<file path="src/rtl/mem_ctrl_pkg.sv">
// rtl/mem_ctrl_pkg.sv - shared parameters and FSM state type for mem_access_ctrl
//
// Purpose: default memory geometry (DEPTH words of WIDTH bits, AW address
// bits) and the two-state controller type used by mem_access_ctrl.
// Ports: none (package).
package mem_ctrl_pkg;

  localparam int DEPTH = 7;
  localparam int WIDTH = 8;
  localparam int AW    = 3;

  typedef enum logic {
    CLR = 1'b0,
    RUN = 1'b1
  } state_t;

endpackage

</file>
<file path="src/rtl/rr_arb2.sv">
// rtl/rr_arb2.sv - two-requester round-robin write arbiter
//
// Purpose: grants at most one of two requesters per cycle. With a single
// requester active it is granted; with both active, the one not granted
// most recently wins. The history only moves on a completed handshake.
// Ports:
//   clk, rst_n     - clock, asynchronous active-low reset
//   valid0/valid1  - request lines from requester 0/1
//   enable         - grants are only issued while enable is high
//   accept         - a granted request completed its handshake this cycle
//   grant0/grant1  - combinational grants (one-hot or zero)
module rr_arb2 (
  input  logic clk,
  input  logic rst_n,
  input  logic valid0,
  input  logic valid1,
  input  logic enable,
  input  logic accept,
  output logic grant0,
  output logic grant1
);

  // 1 = requester 1 was granted last; resets to 1 so requester 0 wins first.
  logic r_last_grant;

  always_ff @(posedge clk or negedge rst_n) begin
    if (!rst_n) begin
      r_last_grant <= 1'b1;
    end else if (accept) begin
      r_last_grant <= grant1;
    end
  end

  assign grant0 = enable & valid0 & (~valid1 |  r_last_grant);
  assign grant1 = enable & valid1 & (~valid0 | ~r_last_grant);

endmodule

</file>
<file path="src/rtl/mem_access_ctrl.sv">
// rtl/mem_access_ctrl.sv - two-writer memory controller with clear sequencer
//
// Purpose: DEPTH x WIDTH memory written by two round-robin arbitrated
// requesters and read through a registered port. A clear sequence zeroes
// every word after reset and on clr_req; writes are blocked meanwhile.
// Ports:
//   clk, rst_n                          - clock, asynchronous active-low reset
//   clr_req                             - request a full clear (ignored while clearing)
//   clr_busy                            - high while the clear sequence runs
//   req0_valid/addr/data, req0_ready    - requester 0 write channel
//   req1_valid/addr/data, req1_ready    - requester 1 write channel
//   rd_addr, rd_data                    - read address, registered read data
//   err_addr                            - one-cycle pulse on an accepted out-of-range write
module mem_access_ctrl
  import mem_ctrl_pkg::*;
#(
  parameter int DEPTH = mem_ctrl_pkg::DEPTH,
  parameter int WIDTH = mem_ctrl_pkg::WIDTH,
  parameter int AW    = mem_ctrl_pkg::AW
) (
  input  logic             clk,
  input  logic             rst_n,
  input  logic             clr_req,
  output logic             clr_busy,
  input  logic             req0_valid,
  input  logic [AW-1:0]    req0_addr,
  input  logic [WIDTH-1:0] req0_data,
  output logic             req0_ready,
  input  logic             req1_valid,
  input  logic [AW-1:0]    req1_addr,
  input  logic [WIDTH-1:0] req1_data,
  output logic             req1_ready,
  input  logic [AW-1:0]    rd_addr,
  output logic [WIDTH-1:0] rd_data,
  output logic             err_addr
);

  // Comparing against the last valid index keeps every check AW bits wide
  // even when DEPTH == 2**AW.
  localparam logic [AW-1:0] LAST_ADDR = AW'(DEPTH - 1);

  state_t           r_state;
  state_t           w_state_nxt;
  logic [AW-1:0]    r_ptr;
  logic [AW-1:0]    w_ptr_nxt;
  logic [WIDTH-1:0] r_mem [DEPTH];
  logic [WIDTH-1:0] r_rd_data;
  logic             r_err_addr;

  logic             w_run;
  logic             w_grant0;
  logic             w_grant1;
  logic             w_accept;
  logic [AW-1:0]    w_wr_addr;
  logic [WIDTH-1:0] w_wr_data;
  logic             w_wr_in_range;

  assign w_run = (r_state == RUN);

  rr_arb2 u_arb (
    .clk    (clk),
    .rst_n  (rst_n),
    .valid0 (req0_valid),
    .valid1 (req1_valid),
    .enable (w_run),
    .accept (w_accept),
    .grant0 (w_grant0),
    .grant1 (w_grant1)
  );

  // A grant is only raised for a valid requester, so any grant is a handshake.
  assign req0_ready    = w_grant0;
  assign req1_ready    = w_grant1;
  assign w_accept      = w_grant0 | w_grant1;
  assign w_wr_addr     = w_grant1 ? req1_addr : req0_addr;
  assign w_wr_data     = w_grant1 ? req1_data : req0_data;
  assign w_wr_in_range = (w_wr_addr <= LAST_ADDR);

  always_ff @(posedge clk or negedge rst_n) begin
    if (!rst_n) begin
      r_state <= CLR;
      r_ptr   <= '0;
    end else begin
      r_state <= w_state_nxt;
      r_ptr   <= w_ptr_nxt;
    end
  end

  always_comb begin
    w_state_nxt = r_state;
    w_ptr_nxt   = r_ptr;
    case (r_state)
      CLR: begin
        if (r_ptr == LAST_ADDR) begin
          w_state_nxt = RUN;
          w_ptr_nxt   = '0;
        end else begin
          w_ptr_nxt = r_ptr + 1'b1;
        end
      end
      RUN: begin
        if (clr_req) begin
          w_state_nxt = CLR;
          w_ptr_nxt   = '0;
        end
      end
      default: begin
        w_state_nxt = CLR;
        w_ptr_nxt   = '0;
      end
    endcase
  end

  // Storage carries no reset; the clear sequence initialises it instead.
  always_ff @(posedge clk) begin
    if (r_state == CLR) begin
      r_mem[r_ptr] <= '0;
    end else if (w_accept && w_wr_in_range) begin
      r_mem[w_wr_addr] <= w_wr_data;
    end
  end

  // Reading before the write lands at the same edge yields the old word.
  always_ff @(posedge clk or negedge rst_n) begin
    if (!rst_n) begin
      r_rd_data  <= '0;
      r_err_addr <= 1'b0;
    end else begin
      r_rd_data  <= (w_run && (rd_addr <= LAST_ADDR)) ? r_mem[rd_addr] : '0;
      r_err_addr <= w_accept & ~w_wr_in_range;
    end
  end

  assign clr_busy = (r_state == CLR);
  assign rd_data  = r_rd_data;
  assign err_addr = r_err_addr;

endmodule

</file>
<file path="config.mk">
export PLATFORM = sky130hd
export DESIGN_NAME = mem_access_ctrl
export DESIGN_NICKNAME = d
export VERILOG_FILES = /design/src/rtl/mem_ctrl_pkg.sv /design/src/rtl/rr_arb2.sv /design/src/rtl/mem_access_ctrl.sv
export SDC_FILE = /design/constraint.sdc
export NUM_CORES = 1
export LEC_CHECK = 0
export BUFFER_PORTS_ARGS = -buffer_cell sky130_fd_sc_hd__buf_2
export CORE_AREA = 2 2 76 78
export CTS_CLUSTER_SIZE = 14
export DETAILED_ROUTE_END_ITERATION = 12
export DIE_AREA = 0 0 78 80
export PLACE_DENSITY = 0.77
export SLEW_MARGIN = 20
export SYNTH_ARGS = -nofsm -noshare
export SYNTH_HDL_FRONTEND = slang
export SYNTH_HIERARCHICAL = 1
export SYNTH_SLANG_ARGS = --single-unit
</file>
<file path="constraint.sdc">
create_clock -name clk -period 4.05 [get_ports clk]
set_input_delay 0.6075 -clock clk [delete_from_list [all_inputs] [get_ports clk]]
set_output_delay 0.6075 -clock clk [all_outputs]
set_load 0.02 [all_outputs]
</file>
==> results of run 1 <==
-- sequential cells by signal (all words and copies together) (netlist names) --
name                cells
r_mem                  56
rd_data                 8
r_ptr                   3
err_addr                1
r_state                 1
u_arb/r_last_grant      1
-- metal layers --
metal / vias to the layer above / GRT usage / routed length [um]
li1: 831 / - / -
met1: 892 / 0.268 / 2580
met2: 66 / 0.340 / 2940
met3: 16 / 0.0611 / 290
met4: 0 / 0.102 / 159
met5: - / 0 / 0
-- cells in the mapped netlist (3+ instances only) --
cell type / n / area, um^2
buf_6: 3 / 33.8
clkbuf_1: 3 / 11.3
dfrtp_1: 13 / 325
edfxtp_1: 56 / 1680
mux2i_1: 27 / 270
mux4_2: 8 / 180
nand2_1: 13 / 48.8
nor2_1: 20 / 75.1
nor3_1: 5 / 25.0
o21ai_0: 12 / 60.1
-- power by group through the flow --
stage          Sequential, mW  Combinational (mW)  Clock [mW]
6_report                 1.08               0.525       0.613
3_3_place_gp             1.09               0.515           0
4_1_cts                  1.08               0.529       0.620
5_1_grt                  1.10               0.569       0.654
2_1_floorplan            1.09               0.315           0
3_5_place_dp             1.09               0.526           0
-- worst min-delay path by stage --
stage | depth (start not counted) | start | end
floorplan | 0 | rst_n | err_addr
CTS | 1 | rst_n | rd_data[7]
detailed placement | 1 | rst_n | rd_data[7]
global route | 1 | rst_n | rd_data[1]
global placement | 1 | rst_n | rd_data[1]
finish | 1 | rst_n | rd_data[1]
-- through the flow --
stage	util	setup slack, ns	instances
2_1_floorplan	-	1.02	190
3_3_place_gp	0.609	0.974	305
3_5_place_dp	0.609	0.866	305
4_1_cts	0.648	1.04	321
5_1_grt	0.648	0.804	321
6_report	0.648	1.06	321
-- cell type report --
type,count,share of cell area
Sequential cell,70,0.580
Multi-Input combinational cell,110,0.251
Timing Repair Buffer,51,0.0800
Clock buffer,12,0.0414
Tap cell,72,0.0257
Clock inverter,4,0.0200
Inverter,2,0.00214
-- cells by family after synthesis --
family	Yosys count	share of synthesized area
flops	70	0.683
mux	37	0.161
compound gates	21	0.0450
simple gates	52	0.0887
buf+inv	10	0.0219
==> qor.yml, run 1 <==
run_status: "complete, no violations"
drt_wl_total_um: 5970
hold_path_class: "in2async"
cts_tree: "done"
vias: 1805
power.switching_uw: 632
p_int_mw: 1.58
core_area_um2: 5410
final_common_cell: "edfxtp_1"
fin_worst_skew_ns: 0.00645
power.share.sequential: 0.486
cp-end-kind: "register"
netlist_area_um2: 2980
period_minus_slack_ns: 2.99
num_rows: 27
slowest_stage: "nor4_2"
multi_input_area_um2: 878
ys_warn_count: 6
reg2reg_to: "r_mem[6][4]"
p_leak_nw: 1.39
start_util: 0.551
ys_ff_latch: 70
postSynthCellCount: 190
syn_area_per_cell_um2: 15.7
worstSetupEndpoint: "r_mem[6][4]"
drtIter0Drc: 134
cp_max_fo: 18
first_pass_iters: 4
swShare: 0.285
fin_area_um2: 3500
hold-worst-slack_ns: 0.180
hold_buffers: 0
routed_via_density: 5.62
peakVddDrop_mv: 0.387
die_h_um: 80
rsz0062_at_grt: "false"
critPathLaunchType: "register"
num-fill-cells: 405
route.detailed.drc: 0
power_mw: 2.22
root_buffer: "clkbuf_8"
mostFrequentLayoutCells: "56 x edfxtp_1, 41 x buf_2, 27 x mux2i_1"
r2r_slack_ns: 1.06
regArea_um2: 2030
placed_area_um2: 3290
slew_viol_final: 0
cts.sinks: 70
power_density_nw_per_um2: 632
max_freq_mhz: 334
grt_pass1_wl_um: 9450
setup_violations: 0
dp_hpwl_um: 4020
worstPathCellList: "and3_2 -> nand4b_4 -> nand3_2 -> mux2i_1 -> nor4_2"
r2r-start: "r_state"
num_antenna_cells: 0
grt_pass1_vias: 1843
synth_nets: 220
pwr-share-comb: 0.237
post_cts_resized: 0
clock_path_buffers: 2
cp_slowest_stage_delay_ns: 0.80
synth_edf_count: 56
worst_r2r_path_depth: 5
ys_async_sr_fraction: 0.200
port_buffers: 41
cts_max_level: 3
worstSetupPathType: "reg2reg"
ys_seq_area_frac: 0.683
crit_start: "r_state"
grt_max_degree: 24
ys.flop_type: "edfxtp_1"
final_hold_viol_count: 0
track_usage: 0.212
synth.distinct_cells: 35
crit_arrival_ns: 2.96
ant_nets: 0
io-pin-count: 42
wl_per_cell_um: 18.6
cp_top_family: "simple AND/OR/NAND/NOR gates"
antenna_found_initial: 0
slew_headroom: 0.418
final_nets: 274
die_w_um: 78
min_period_over_period: 0.739
tns_ns: 0
tightestPinTransition_ns: 0.865
overflow: 0
cts_buffers: 9
cts_setup_buffers: 0
area_growth_pct: 17.7
critical_path_depth: 5
required_ns: 4.02
maxCapViolCount: 0
final_layout_size_suffix_gt1_frac: 0.333
clk_latency_ns: 0.34
pwr-share-clk: 0.277
die_area_um2: 6240
gp_congestion: 0.760
path_buf_inv: 0
clkSlewWorstSetupHoldPaths_ns: 0.07
Power figures use the tool's default switching activity.
==> inputs of run 2 (changes only) <==
Clock period 4.05 ns to 2.76 ns, I/O delays scaled along.
==> qor.yml, run 2 (synthesized netlist as in run 1, its figures left out) <==
die_area_um2: 6240  # unchanged
regArea_um2: 2030  # unchanged
clock_path_buffers: 2  # unchanged
final_hold_viol_count: 0  # unchanged
period_minus_slack_ns: 2.59  # -0.398 ns
hold_path.startpoint: "req1_valid"
cts_buffers: 9  # unchanged
multi_input_area_um2: 885  # +0.71%
drt_wl_total_um: 6130  # +2.6%
num_antenna_cells: 0  # unchanged
port_buffers: 41  # unchanged
tightestPinTransition_ns: 0.560  # -0.305 ns
worst_r2r_path_depth: 7  # +2
slowest_stage: "dfstp_2"
pwr-share-clk: 0.244  # -0.033
p_leak_nw: 1.38  # -0.15%
drtIter0Drc: 144  # +7.5%
final_layout_size_suffix_gt1_frac: 0.337  # +0.00397
power.switching_uw: 932  # +47%
maxCapViolCount: 0  # unchanged
slew_viol_final: 0  # unchanged
final_util: 0.648  # about the same
hold-worst-slack_ns: 0.350  # +0.169 ns
wl_per_cell_um: 18.9  # +1.7%
crit_arrival_ns: 2.64  # -0.32 ns
clk_latency_ns: 0.34  # about the same
core_area_um2: 5410  # unchanged
overflow: 0  # unchanged
vias: 1810  # +0.28%
worstSetupPathType: "reg2reg"
root_buffer: "clkbuf_8"
required_ns: 2.81  # -1.21 ns
worstPathCellList: "nand2_1 -> and3_2 -> o21a_4 -> nand3_2 -> mux2_4 -> nor3_1 -> buf_4"
cp-end-kind: "register"
crit_start: "u_arb/r_last_grant"
cts_max_level: 3  # unchanged
cts.sinks: 70  # unchanged
num_rows: 27  # unchanged
max_freq_mhz: 386  # +15%
peakVddDrop_mv: 0.444  # +15%
rsz0062_at_grt: "false"
path_buf_inv: 1  # +1
clkSlewWorstSetupHoldPaths_ns: 0.07  # about the same
hold_path_class: "in2reg"
largest_register_ffs: 56  # unchanged
regMostFlops: "r_mem"
r2r-start: "u_arb/r_last_grant"
power_density_nw_per_um2: 892  # +41%
setup_violations: 0  # unchanged
grt_pass1_vias: 1846  # +0.16%
r2r_slack_ns: 0.17  # -0.89 ns
die_h_um: 80  # unchanged
ant_nets: 0  # unchanged
io-pin-count: 42  # unchanged
start_util: 0.551  # unchanged
min_period_over_period: 0.940  # +0.201
pwr-share-comb: 0.251  # +0.014
power.share.sequential: 0.505  # +0.019
critPathLaunchType: "register"
run_status: "complete, no violations"
holdPathStages: 2
fin_worst_skew_ns: 0.00909  # +0.00264 ns
dp_hpwl_um: 4240  # +5.5%
dp_cells: 307  # +0.66%
gp_congestion: 0.797  # +4.9%
final_common_cell: "edfxtp_1"
route.detailed.drc: 0  # unchanged
grt_max_degree: 24  # unchanged
antenna_found_initial: 0  # unchanged
die_w_um: 78  # unchanged
p_int_mw: 2.19  # +39%
first_pass_iters: 4  # unchanged
routed_via_density: 5.59  # -0.65%
cts_tree: "done"
critical_path_depth: 7  # +2
cp_top_family: "simple AND/OR/NAND/NOR gates"
mostFrequentLayoutCells: "56 x edfxtp_1, 41 x buf_2, 27 x mux2i_1"
grt_pass1_wl_um: 9610  # +1.7%
cp_max_fo: 13  # -5
swShare: 0.298  # +0.0126
area_growth_pct: 17.7  # about the same
num-fill-cells: 392  # -3.2%
slew_headroom: 0.626  # +0.208
track_usage: 0.216  # +0.00404
final_nets: 277  # +1.1%
cp_slowest_stage_delay_ns: 0.54  # -0.26 ns
final-instance-count-excl-fill: 324  # +0.93%
==> run 2: final timing paths <==
check / endpoint
setup / recovery: r_mem[1][4]
hold / removal: u_arb/r_last_grant
setup reg to reg: r_mem[1][4]
hold reg to reg: r_ptr[0]
max in group asynchronous: u_arb/r_last_grant
min in group asynchronous: rd_data[0]
==> run 2: stage by stage <==
stage               worst slack, ns  cell area, um^2  power [mW]  TNS (ns)
finish                        0.166             3500        3.13         0
detailed placement            0.144             3300        2.38         0
global placement              0.207             3300        2.33         0
floorplan                    -0.176             2980        2.06     -2.81
global route                 0.0730             3500        3.26         0
CTS                           0.164             3500        3.14         0
==> run 2: timing repair <==
item	CTS	global route
gates resized for setup	0	1
setup endpoints to repair	0	7
setup buffers	0	0
endpoints found under the hold margin	13	0
hold buffers	1	0
==> run 2: final cells by class <==
cell class	instances	area share
Sequential cell	70	0.581
Multi-Input combinational cell	110	0.253
Timing Repair Buffer	54	0.0872
Clock buffer	15	0.0504
Tap cell	72	0.0257
Inverter	2	0.00214
Clock inverter	1	0.00143
==> run 2: layer usage <==
metal	up-vias	share of wire	GRT usage
met5	-	0	0
met4	0	0.026	0.105
met3	14	0.054	0.0509
met2	71	0.50	0.354
met1	888	0.42	0.273
li1	837	-	-
==> run 2: power groups by stage <==
stage                     clock, mW  sequential [mW]  combinational [mW]
after floorplan                   0             1.60               0.462
after global placement            0             1.58               0.752
after detailed placement          0             1.60               0.779
after CTS                     0.771             1.58               0.785
after global routing          0.810             1.60               0.846
final                         0.761             1.58               0.785
